[src/rtl/branch_hit_counter_if.sv]
// Sample, branch-report and dump bus of the branch hit counter.
interface branch_hit_counter_if #(
  parameter int unsigned N_COND = 2,
  parameter int unsigned CNT_W  = 8
);
  localparam int unsigned IDX_W = $clog2(N_COND + 1);

  logic              sample_valid;
  logic              sample_ready;
  logic [N_COND-1:0] cond;
  logic              br_valid;
  logic [IDX_W-1:0]  br_idx;
  logic              clear;
  logic              dump_start;
  logic              dump_valid;
  logic              dump_ready;
  logic [IDX_W-1:0]  dump_idx;
  logic [CNT_W-1:0]  dump_cnt;
  logic              dump_last;
  logic              all_hit;
  logic [N_COND:0]   sat;

  // Producer of samples and consumer of dump beats.
  modport master (
    output sample_valid, cond, clear, dump_start, dump_ready,
    input  sample_ready, br_valid, br_idx, dump_valid, dump_idx,
           dump_cnt, dump_last, all_hit, sat
  );

  // The counter block itself.
  modport slave (
    input  sample_valid, cond, clear, dump_start, dump_ready,
    output sample_ready, br_valid, br_idx, dump_valid, dump_idx,
           dump_cnt, dump_last, all_hit, sat
  );
endinterface

[src/rtl/branch_hit_counter.sv]
// Per-branch hit counters for an if/else-if chain with a streaming dump port.
module branch_hit_counter #(
  parameter int unsigned N_COND = 2,
  parameter int unsigned CNT_W  = 8
) (
  input  logic                clk,
  input  logic                rst,
  branch_hit_counter_if.slave bus
);
  localparam int unsigned IDX_W = $clog2(N_COND + 1);
  localparam int unsigned N_BR  = N_COND + 1;
  localparam logic [CNT_W-1:0] CNT_MAX  = '1;
  localparam logic [IDX_W-1:0] LAST_IDX = IDX_W'(N_COND);

  typedef enum logic {S_IDLE, S_DUMP} state_t;

  state_t            r_state;
  state_t            w_state_nxt;
  logic [CNT_W-1:0]  r_cnt [N_BR];
  logic [N_BR-1:0]   r_sat;
  logic              r_all_hit;
  logic              r_br_valid;
  logic [IDX_W-1:0]  r_br_idx;
  logic [IDX_W-1:0]  r_dump_idx;

  logic              w_ready;
  logic              w_accept;
  logic              w_dump_valid;
  logic              w_dump_last;
  logic              w_dump_hs;
  logic [IDX_W-1:0]  w_sel;
  logic [CNT_W-1:0]  w_dump_cnt;
  logic              w_all_nz;

  assign w_ready      = (r_state == S_IDLE);
  assign w_accept     = bus.sample_valid && w_ready;
  assign w_dump_valid = (r_state == S_DUMP);
  assign w_dump_last  = w_dump_valid && (r_dump_idx == LAST_IDX);
  assign w_dump_hs    = w_dump_valid && bus.dump_ready;

  // Priority select: lowest set condition wins, none set means else.
  always_comb begin
    w_sel = LAST_IDX;
    for (int i = int'(N_COND) - 1; i >= 0; i--) begin
      if (bus.cond[i]) w_sel = IDX_W'(i);
    end
  end

  // Every branch has been hit at least once.
  always_comb begin
    w_all_nz = 1'b1;
    for (int i = 0; i < int'(N_BR); i++) begin
      if (r_cnt[i] == '0) w_all_nz = 1'b0;
    end
  end

  // Live read of the counter addressed by the dump pointer.
  always_comb begin
    w_dump_cnt = '0;
    for (int i = 0; i < int'(N_BR); i++) begin
      if (r_dump_idx == IDX_W'(i)) w_dump_cnt = r_cnt[i];
    end
  end

  // State register.
  always_ff @(posedge clk) begin
    if (rst) r_state <= S_IDLE;
    else     r_state <= w_state_nxt;
  end

  // Next state: clear always returns to idle, last handshake ends the dump.
  always_comb begin
    w_state_nxt = r_state;
    if (bus.clear) begin
      w_state_nxt = S_IDLE;
    end else begin
      case (r_state)
        S_IDLE: if (bus.dump_start) w_state_nxt = S_DUMP;
        S_DUMP: if (w_dump_hs && w_dump_last) w_state_nxt = S_IDLE;
        default: w_state_nxt = S_IDLE;
      endcase
    end
  end

  // Counters, saturation flags and the lagging all-hit flag; clear beats a same-cycle sample.
  always_ff @(posedge clk) begin
    if (rst || bus.clear) begin
      for (int i = 0; i < int'(N_BR); i++) r_cnt[i] <= '0;
      r_sat     <= '0;
      r_all_hit <= 1'b0;
    end else begin
      r_all_hit <= w_all_nz;
      for (int i = 0; i < int'(N_BR); i++) begin
        if (w_accept && (w_sel == IDX_W'(i)) && (r_cnt[i] != CNT_MAX)) begin
          r_cnt[i] <= r_cnt[i] + CNT_W'(1);
          if (r_cnt[i] == CNT_MAX - CNT_W'(1)) r_sat[i] <= 1'b1;
        end
      end
    end
  end

  // Branch report: one pulse per accepted sample, index held until the next one.
  always_ff @(posedge clk) begin
    if (rst) begin
      r_br_valid <= 1'b0;
      r_br_idx   <= '0;
    end else begin
      r_br_valid <= w_accept;
      if (w_accept) r_br_idx <= w_sel;
    end
  end

  // Dump pointer: rests at 0 outside a dump, advances on each accepted beat.
  always_ff @(posedge clk) begin
    if (rst || bus.clear || !w_dump_valid) begin
      r_dump_idx <= '0;
    end else if (w_dump_hs) begin
      r_dump_idx <= w_dump_last ? '0 : r_dump_idx + IDX_W'(1);
    end
  end

  assign bus.sample_ready = w_ready;
  assign bus.br_valid     = r_br_valid;
  assign bus.br_idx       = r_br_idx;
  assign bus.dump_valid   = w_dump_valid;
  assign bus.dump_idx     = r_dump_idx;
  assign bus.dump_cnt     = w_dump_cnt;
  assign bus.dump_last    = w_dump_last;
  assign bus.all_hit      = r_all_hit;
  assign bus.sat          = r_sat;
endmodule

[src/flat_wrapper.sv]
// flat-port wrapper written by rule: the top's interface ports become plain ports
module branch_hit_counter_flat 
#(
  parameter int unsigned N_COND = 2,
  parameter int unsigned CNT_W  = 8
)
  (clk, rst, bus_sample_valid, bus_cond, bus_clear, bus_dump_start, bus_dump_ready, bus_sample_ready, bus_br_valid, bus_br_idx, bus_dump_valid, bus_dump_idx, bus_dump_cnt, bus_dump_last, bus_all_hit, bus_sat);
  branch_hit_counter_if #(.N_COND(N_COND), .CNT_W(CNT_W)) bus_i ();
  input  logic clk;
  input  logic rst;
  input wire logic [$bits(bus_i.sample_valid)-1:0] bus_sample_valid;
  input wire logic [$bits(bus_i.cond)-1:0] bus_cond;
  input wire logic [$bits(bus_i.clear)-1:0] bus_clear;
  input wire logic [$bits(bus_i.dump_start)-1:0] bus_dump_start;
  input wire logic [$bits(bus_i.dump_ready)-1:0] bus_dump_ready;
  output wire logic [$bits(bus_i.sample_ready)-1:0] bus_sample_ready;
  output wire logic [$bits(bus_i.br_valid)-1:0] bus_br_valid;
  output wire logic [$bits(bus_i.br_idx)-1:0] bus_br_idx;
  output wire logic [$bits(bus_i.dump_valid)-1:0] bus_dump_valid;
  output wire logic [$bits(bus_i.dump_idx)-1:0] bus_dump_idx;
  output wire logic [$bits(bus_i.dump_cnt)-1:0] bus_dump_cnt;
  output wire logic [$bits(bus_i.dump_last)-1:0] bus_dump_last;
  output wire logic [$bits(bus_i.all_hit)-1:0] bus_all_hit;
  output wire logic [$bits(bus_i.sat)-1:0] bus_sat;
  assign bus_i.sample_valid = bus_sample_valid;
  assign bus_i.cond = bus_cond;
  assign bus_i.clear = bus_clear;
  assign bus_i.dump_start = bus_dump_start;
  assign bus_i.dump_ready = bus_dump_ready;
  assign bus_sample_ready = bus_i.sample_ready;
  assign bus_br_valid = bus_i.br_valid;
  assign bus_br_idx = bus_i.br_idx;
  assign bus_dump_valid = bus_i.dump_valid;
  assign bus_dump_idx = bus_i.dump_idx;
  assign bus_dump_cnt = bus_i.dump_cnt;
  assign bus_dump_last = bus_i.dump_last;
  assign bus_all_hit = bus_i.all_hit;
  assign bus_sat = bus_i.sat;
  branch_hit_counter #(.N_COND(N_COND), .CNT_W(CNT_W)) u_core (.clk(clk), .rst(rst), .bus(bus_i));
endmodule
[config.mk]
export PLATFORM = sky130hd
export DESIGN_NAME = branch_hit_counter_flat
export DESIGN_NICKNAME = d
export VERILOG_FILES = /design/src/rtl/branch_hit_counter_if.sv /design/src/rtl/branch_hit_counter.sv /design/src/flat_wrapper.sv
export SDC_FILE = /design/constraint.sdc
export NUM_CORES = 1
export LEC_CHECK = 0
export BUFFER_PORTS_ARGS = -buffer_cell sky130_fd_sc_hd__buf_4
export CORE_MARGIN = 2
export CORE_UTILIZATION = 40
export DETAILED_ROUTE_END_ITERATION = 8
export SETUP_SLACK_MARGIN = 0.3
export SLEW_MARGIN = 40
export SYNTH_ARGS = -nofsm -noshare
export SYNTH_HDL_FRONTEND = slang
export SYNTH_SLANG_ARGS = --single-unit
[constraint.sdc]
create_clock -name clk -period 3.8 [get_ports clk]
set_clock_uncertainty 0.15 [all_clocks]
set_input_delay 0.57 -clock clk [delete_from_list [all_inputs] [get_ports clk]]
set_output_delay 0.57 -clock clk [all_outputs]
set_load 0.02 [all_outputs]
==> results of run 1 <==
-- registers in the layout, summed over array words and instances (netlist names) --
name                   count
u_core.r_cnt              24
u_core.bus.sat             3
u_core.bus.br_idx          2
u_core.bus.dump_idx        2
u_core.bus.all_hit         1
u_core.bus.br_valid        1
u_core.bus.dump_valid      1
-- logic make-up (layout without fill, tap and decap cells) --
| kind of cell | count (synthesis) | after routing | share of synthesized area (%) |
|---|---|---|---|
| and+or+nand+nor | 70 | 70 | 20.1 |
| AOI/OAI and AO/OA | 57 | 57 | 18.2 |
| DFF | 34 | 34 | 42.8 |
| buffers and inverters | 26 | 47 | 6.28 |
| adders and majority gates | 9 | 9 | 5.23 |
| xor gates and xnor gates | 9 | 9 | 3.66 |
| muxes | 8 | 8 | 3.72 |
-- routing by layer --
metal,wire length (µm),part of all wire (%)
met1,2460,48
met2,2250,44
met3,323,6.3
met4,68,1.3
met5,0,0
-- report_power, final --
part	internal (mW)	total (mW)	switching [mW]
combinational	0.0426	0.0988	0.0562
clock	0.144	0.276	0.132
sequential	0.418	0.450	0.0323
total	0.604	0.825	0.221
-- worst max-delay path by stage --
stage / slack [ns] / end
global placement: 1.47 / u_core.r_cnt[0][21]
finish: 1.28 / bus_dump_cnt[2]
global route: 1.09 / bus_dump_cnt[0]
CTS: 1.25 / bus_dump_cnt[5]
detailed placement: 1.55 / bus_dump_cnt[5]
floorplan: 1.72 / bus_dump_cnt[3]
-- critical path, delay by kind of cell, from the launching register on --
| family | cells | cell delay, ns |
|---|---|---|
| compound gates | 1 | 0.12 |
| buf+inv | 1 | 0.19 |
| flops | 1 | 0.62 |
| simple gates | 2 | 0.58 |
-- stage by stage --
stage	power [mW]	instances	hold slack [ns]	setup slack (ns)	area [µm²]
after global placement	0.556	297	0.309	1.47	2360
after floorplan	0.515	213	0.427	1.72	2150
after detailed placement	0.558	297	0.307	1.55	2370
after CTS	0.833	304	0.315	1.25	2450
after global routing	0.862	304	0.318	1.09	2450
final	0.825	304	0.316	1.28	2450
-- final cells by class --
class                   count  area share, %
repair buffers             27           8.27
flip-flops and latches     34           37.6
well taps                  70           3.57
clock buffers               7           3.52
inverters                  13           1.99
multi-input cells         153           45.1
-- cells in the final DEF (no fill, tap or decap), drive strengths merged --
| master | synthesis | final |
|---|---|---|
| a21oi | 5 | 5 |
| a31oi | 16 | 16 |
| a32oi | 9 | 9 |
| and3b | 1 | 1 |
| and4 | 1 | 1 |
| and4b | 1 | 1 |
| and4bb | 1 | 1 |
| buf | 11 | 27 |
| clkbuf | 2 | 7 |
| dfxtp | 10 | 10 |
| edfxtp | 24 | 24 |
| ha | 9 | 9 |
| inv | 13 | 13 |
| mux2i | 8 | 8 |
| nand2 | 21 | 21 |
| nand2b | 1 | 1 |
| nand3 | 9 | 9 |
| nand3b | 1 | 1 |
| nand4 | 4 | 4 |
| nand4b | 2 | 2 |
| nor2 | 6 | 6 |
| nor2b | 1 | 1 |
| nor3 | 2 | 2 |
| nor3b | 1 | 1 |
| nor4 | 4 | 4 |
| nor4b | 1 | 1 |
| o211ai | 3 | 3 |
| o21a | 2 | 2 |
| o21ai | 19 | 19 |
| o31ai | 2 | 2 |
| o41ai | 1 | 1 |
| or2b | 1 | 1 |
| or3 | 7 | 7 |
| or4 | 2 | 2 |
| or4b | 3 | 3 |
| xnor2 | 4 | 4 |
| xor2 | 5 | 5 |
==> out/qor.csv, run 1 <==
stage;metric;value;unit
sta;max_freq;397;MHz
sta;final-max-slew-violation-count;0;
global_route;use_met3;4.53;%
worst_setup_path;crit_fanout;14;
cts;clk_pin_slew;0.07;ns
synthesis;avgSynthCellArea;10.1;µm²
power;power.density;336;nW/µm²
worst_hold_path;min_to;u_core.bus.sat[1];
detailed_routing;wirelength;5100;µm
global_route;grt-ovfl-total;0;
cells_and_area;nets;251;
synthesis;async_flop_share;0;%
synthesis;synthFlopType;edfxtp_1;
die;coreArea;5140;µm²
cells_and_area;antenna_cells;0;
synthesis;yosysSeqAreaShare;42.8;%
cts;clock_sinks;34;
cells_and_area;area_growth_syn_to_layout;13.9;%
cts;cts_root_buffer;clkbuf_8;
synthesis;synth_commonest_cells;edfxtp_1 (24), nand2_1 (21), o21ai_0 (19);
synthesis;yosys_warnings;0;
die;die_area;5990;µm²
worst_hold_path;hold_path_class;reg -> reg;
global_route;grt_pass1_vias;1677;
global_route;antenna_found_initial;0;
sta;setup_viol;0;
cts;cts_buffers;5;
worst_setup_path;path_class;reg -> out;
worst_setup_path;slowest_delay;0.62;ns
worst_hold_path;hold_start;u_core.bus.sat[1];
detailed_routing;drt_iter0_markers;153;
global_route;busiest_layer;met2;
cts;tritoncts;done;
synthesis;yosysTopAreaCellShare;33.5;%
place;hpwlAfterDp;3500;µm
detailed_routing;vias;1732;
global_route;grt_use_met1;25.5;%
worst_setup_path;cp_slowest_cell;dfxtp_1;
detailed_routing;viasPerCell;5.70;
worst_setup_path;r2r-start;u_core.r_cnt[0][16];
synthesis;ys_types;42;
cells_and_area;fillers;524;
worst_setup_path;rr_worst_depth;4;
die;fp-row-count;26;
place;gp_congestion;0.832;
detailed_routing;drc;0;
detailed_routing;wl_per_cell;16.8;µm
cells_and_area;fin_util;47.7;%
sta;hold_viol_final;0;
worst_hold_path;holdPathStages;1;
die;die_w;77.4;µm
cts;cts_hold_buf;0;
place;port_buffers;27;
worst_setup_path;worstSetupEndpointType;output pin;
synthesis;netlist_area;2150;µm²
cts;cts.path.max_buffers;2;
sta;setup_tns;0;ns
worst_setup_path;setup.worst_path.start;u_core.bus.dump_idx[0];
sta;grt_setup_unrepaired;false;
worst_setup_path;worstPathCellList;nor2b_1, nand2_1, o21ai_0, buf_4;
worst_setup_path;required;3.08;ns
cts;clk_latency;0.29;ns
cells_and_area;regArea;921;µm²
cts;htree_levels;2;
sta;worst_pin_slew;0.738;ns
global_route;grt_pass1_wl;8580;µm
synthesis;netlist_instances;213;
detailed_routing;dr.pass1.iters;5;
power;vdd_ir_drop_max;0.128;mV
cts;post_cts_buffers;0;
flow_run;drv_cap;0;
cts;ctsResizeCount;0;
sta;max_slew_margin;50.6;%
global_route;use_met2;27.7;%
die;die_h;77.4;µm
worst_setup_path;reg2reg_to;u_core.r_cnt[0][6];
die;num_io_pins;28;
synthesis;synth_edf_count;24;
global_route;grt_start_max_net_pins;25;
worst_setup_path;crit_path_start_kind;register;
cells_and_area;multi_input_area;1110;µm²
synthesis;synth_area_leaders;edfxtp_1 (33%), dfxtp_1 (9.3%), ha_1 (5.2%);
cells_and_area;drive_gt1_share;18.8;%
global_route;grt_util_all_layers;18.2;%
synthesis;synthesis.nets;230;
synthesis;synth.most_common_cell;edfxtp_1;
power;p_leak;0.841;nW
sta;period_needed;2.52;ns
synthesis;synth_area_leader_cell;edfxtp_1;
worst_setup_path;reg2reg_slack;1.60;ns
detailed_routing;ant_nets;0;
worst_setup_path;critPathArrivalTime;1.80;ns
run_status;status;completed;
sta;period_share;66.3;%
die;initial_utilization;41.9;%
synthesis;synth_seq_cells;34;
No activity file was read; power rests on OpenSTA's default activity.
==> run 2: changes to the inputs <==
==> constraint.sdc (replaced) <==
create_clock -name clk -period 2.25 [get_ports clk]
set_clock_uncertainty 0.15 [all_clocks]
set_input_delay 0.3375 -clock clk [delete_from_list [all_inputs] [get_ports clk]]
set_output_delay 0.3375 -clock clk [all_outputs]
set_load 0.02 [all_outputs]
==> run 2 against run 1 <==
  * Total power up 65%
  * Combinational power up 90%
  * Hold slack worse by 0.22 ns
  * Sequential share of layout area down 1.4 points
  * Die area unchanged
  * First-iteration DRC count up 24%
  * Core utilization up 2.1 points
  * Sequential cell count unchanged
  * Cell count up 4.3%
  * Critical path depth down 1
  * Global-route usage down 0.41 points
  * Wire length up 0.86%
  * Critical endpoint is now bus_dump_cnt[4]
  * Highest routed layer unchanged
==> out/qor.csv, run 2 (synthesis gave the netlist of run 1 again) <==
stage;metric;value;unit;change
run_status;status;completed;;unchanged
cts;clk_pin_slew;0.06;ns;was 0.07 ns
cells_and_area;fillers;497;;was 524
die;num_io_pins;28;;unchanged
cts;cts_buffers;5;;unchanged
cts;cts_hold_buf;0;;unchanged
die;fp-row-count;26;;unchanged
worst_hold_path;holdPathStages;2;;was 1
sta;hold_viol_final;0;;unchanged
cells_and_area;regArea;925;µm²;was 921 µm²
sta;setup_tns;0;ns;unchanged
cts;clock_sinks;34;;unchanged
sta;max_slew_margin;72.4;%;was 50.6%
worst_hold_path;min_to;u_core.bus.sat[2];;was u_core.bus.sat[1]
worst_setup_path;rr_worst_depth;5;;was 4
sta;final-max-slew-violation-count;0;;unchanged
global_route;grt_pass1_vias;1656;;was 1677
die;die_area;5990;µm²;unchanged
worst_setup_path;reg2reg_to;u_core.r_cnt[0][22];;was u_core.r_cnt[0][6]
cells_and_area;multi_input_area;1110;µm²;about the same
worst_setup_path;critPathArrivalTime;1.37;ns;was 1.80 ns
sta;period_needed;1.86;ns;
sta;setup_slack;0.392;ns;was 1.28 ns
worst_setup_path;slowest_delay;0.50;ns;was 0.62 ns
sta;period_share;82.6;%;
sta;worst_pin_slew;0.414;ns;was 0.738 ns
worst_setup_path;required;1.76;ns;was 3.08 ns
power;power.density;530;nW/µm²;was 336 nW/µm²
worst_setup_path;crit_path_start_kind;register;;unchanged
worst_setup_path;reg2reg_slack;0.40;ns;was 1.60 ns
cells_and_area;largest_register_ffs;24;;unchanged
worst_hold_path;hold_path_class;in -> reg;;was reg -> reg
detailed_routing;wl_per_cell;16.2;µm;was 16.8 µm
sta;max_freq;538;MHz;
place;pre_cts_ws;0.341;ns;was 1.55 ns
power;p_leak;0.905;nW;was 0.841 nW
global_route;grt_start_max_net_pins;25;;unchanged
die;die_h;77.4;µm;unchanged
detailed_routing;drt_iter0_markers;189;;was 153
cts;clk_latency;0.28;ns;was 0.29 ns
worst_setup_path;worstPathCellList;mux2i_1, o21ai_0, buf_4;;was nor2b_1, nand2_1, o21ai_0, buf_4
cells_and_area;final_cell_mix;buf_4 (39), edfxtp_1 (24), nand2_1 (21);;was buf_4 (27), edfxtp_1 (24), nand2_1 (21)
global_route;grt_pass1_wl;8370;µm;was 8580 µm
cts;tritoncts;done;;unchanged
power;vdd_ir_drop_max;0.292;mV;was 0.128 mV
detailed_routing;wirelength;5140;µm;was 5100 µm
detailed_routing;vias;1797;;was 1732
cts;cts_root_buffer;clkbuf_8;;unchanged
die;coreArea;5140;µm²;unchanged
cts;cts.path.max_buffers;2;;unchanged
place;port_buffers;27;;unchanged
worst_hold_path;hold_start;bus_clear;;was u_core.bus.sat[1]
cells_and_area;final_common_cell;buf_4;;unchanged
cells_and_area;antenna_cells;0;;unchanged
cells_and_area;fin_util;49.8;%;was 47.7%
detailed_routing;ant_nets;0;;unchanged
die;die_w;77.4;µm;unchanged
cells_and_area;nets;264;;was 251
global_route;grt-ovfl-total;0;;unchanged
cells_and_area;drive_gt1_share;23.9;%;was 18.8%
detailed_routing;drc;0;;unchanged
worst_setup_path;worstSetupEndpointType;output pin;;unchanged
global_route;grt_util_all_layers;17.8;%;was 18.2%
cts;htree_levels;2;;unchanged
worst_setup_path;cp_slowest_cell;edfxtp_1;;was dfxtp_1
flow_run;drv_cap;0;;unchanged
detailed_routing;viasPerCell;5.67;;was 5.70
place;gp_congestion;0.839;;was 0.832
sta;grt_setup_unrepaired;false;;unchanged
global_route;antenna_found_initial;0;;unchanged
detailed_routing;dr.pass1.iters;4;;was 5
cells_and_area;largest_register;u_core.r_cnt;;unchanged
worst_setup_path;crit_fanout;7;;was 14
place;hpwlAfterDp;3710;µm;was 3500 µm
die;initial_utilization;41.9;%;unchanged
worst_setup_path;r2r-start;u_core.r_cnt[0][16];;unchanged
sta;setup_viol;0;;unchanged
cells_and_area;area_growth_syn_to_layout;18.9;%;was 13.9%
worst_setup_path;path_class;reg -> out;;unchanged
## run 2: worst max path at each step
stage | slack (ns) | depth (start not counted) | end | from
after detailed placement | 0.34 | 5 | u_core.r_cnt[0][22] | u_core.r_cnt[0][16]
after global routing | 0.30 | 5 | u_core.r_cnt[0][22] | u_core.r_cnt[0][16]
after CTS | 0.32 | 5 | u_core.r_cnt[0][22] | u_core.r_cnt[0][16]
after global placement | 0.33 | 4 | bus_dump_cnt[0] | u_core.bus.dump_idx[1]
after floorplan | 0.40 | 3 | bus_dump_cnt[3] | u_core.bus.dump_idx[1]
final | 0.39 | 3 | bus_dump_cnt[4] | u_core.r_cnt[0][20]
## run 2: what timing repair did
action                                  in CTS  in global routing
setup buffers                                0                  7
pin swaps                                    0                  1
endpoints found under the setup margin       8                 35
gates resized for setup                      2                  3
## run 2: stage by stage
stage | hold slack, ns | instance area (µm²) | std cells | power [mW]
4_1_cts | 0.0957 | 2490 | 310 | 1.36
6_report | 0.0993 | 2560 | 317 | 1.36
5_1_grt | 0.0962 | 2560 | 317 | 1.43
2_1_floorplan | 0.260 | 2150 | 213 | 0.870
3_3_place_gp | 0.300 | 2410 | 303 | 0.945
3_5_place_dp | 0.315 | 2410 | 303 | 0.945
## run 2: per-layer routing
layer | share of wire (%) | track usage (%)
met1 | 48 | 25.5
met2 | 45 | 27.0
met3 | 5.8 | 3.26
met4 | 1.2 | 6.43
met5 | 0 | 0
## run 2: final cells by class
cell class,instances,share of cell area (%)
well taps,70,3.42
repair buffers,40,12.2
flip-flops and latches,34,36.1
clock buffers,7,2.98
inverters,13,1.91
multi-input cells,153,43.4
## run 2: critical path: cells and delay by family, from the launching register on
kind | cells | cell delay, ns
AOI/OAI and AO/OA | 1 | 0.28
muxes | 1 | 0.11
buffers and inverters | 1 | 0.21
DFF | 1 | 0.50
## run 2: power by group
group	switching (mW)	total (mW)	internal, mW
combinational	0.102	0.188	0.0861
sequential	0.0526	0.757	0.705
clock	0.199	0.412	0.213
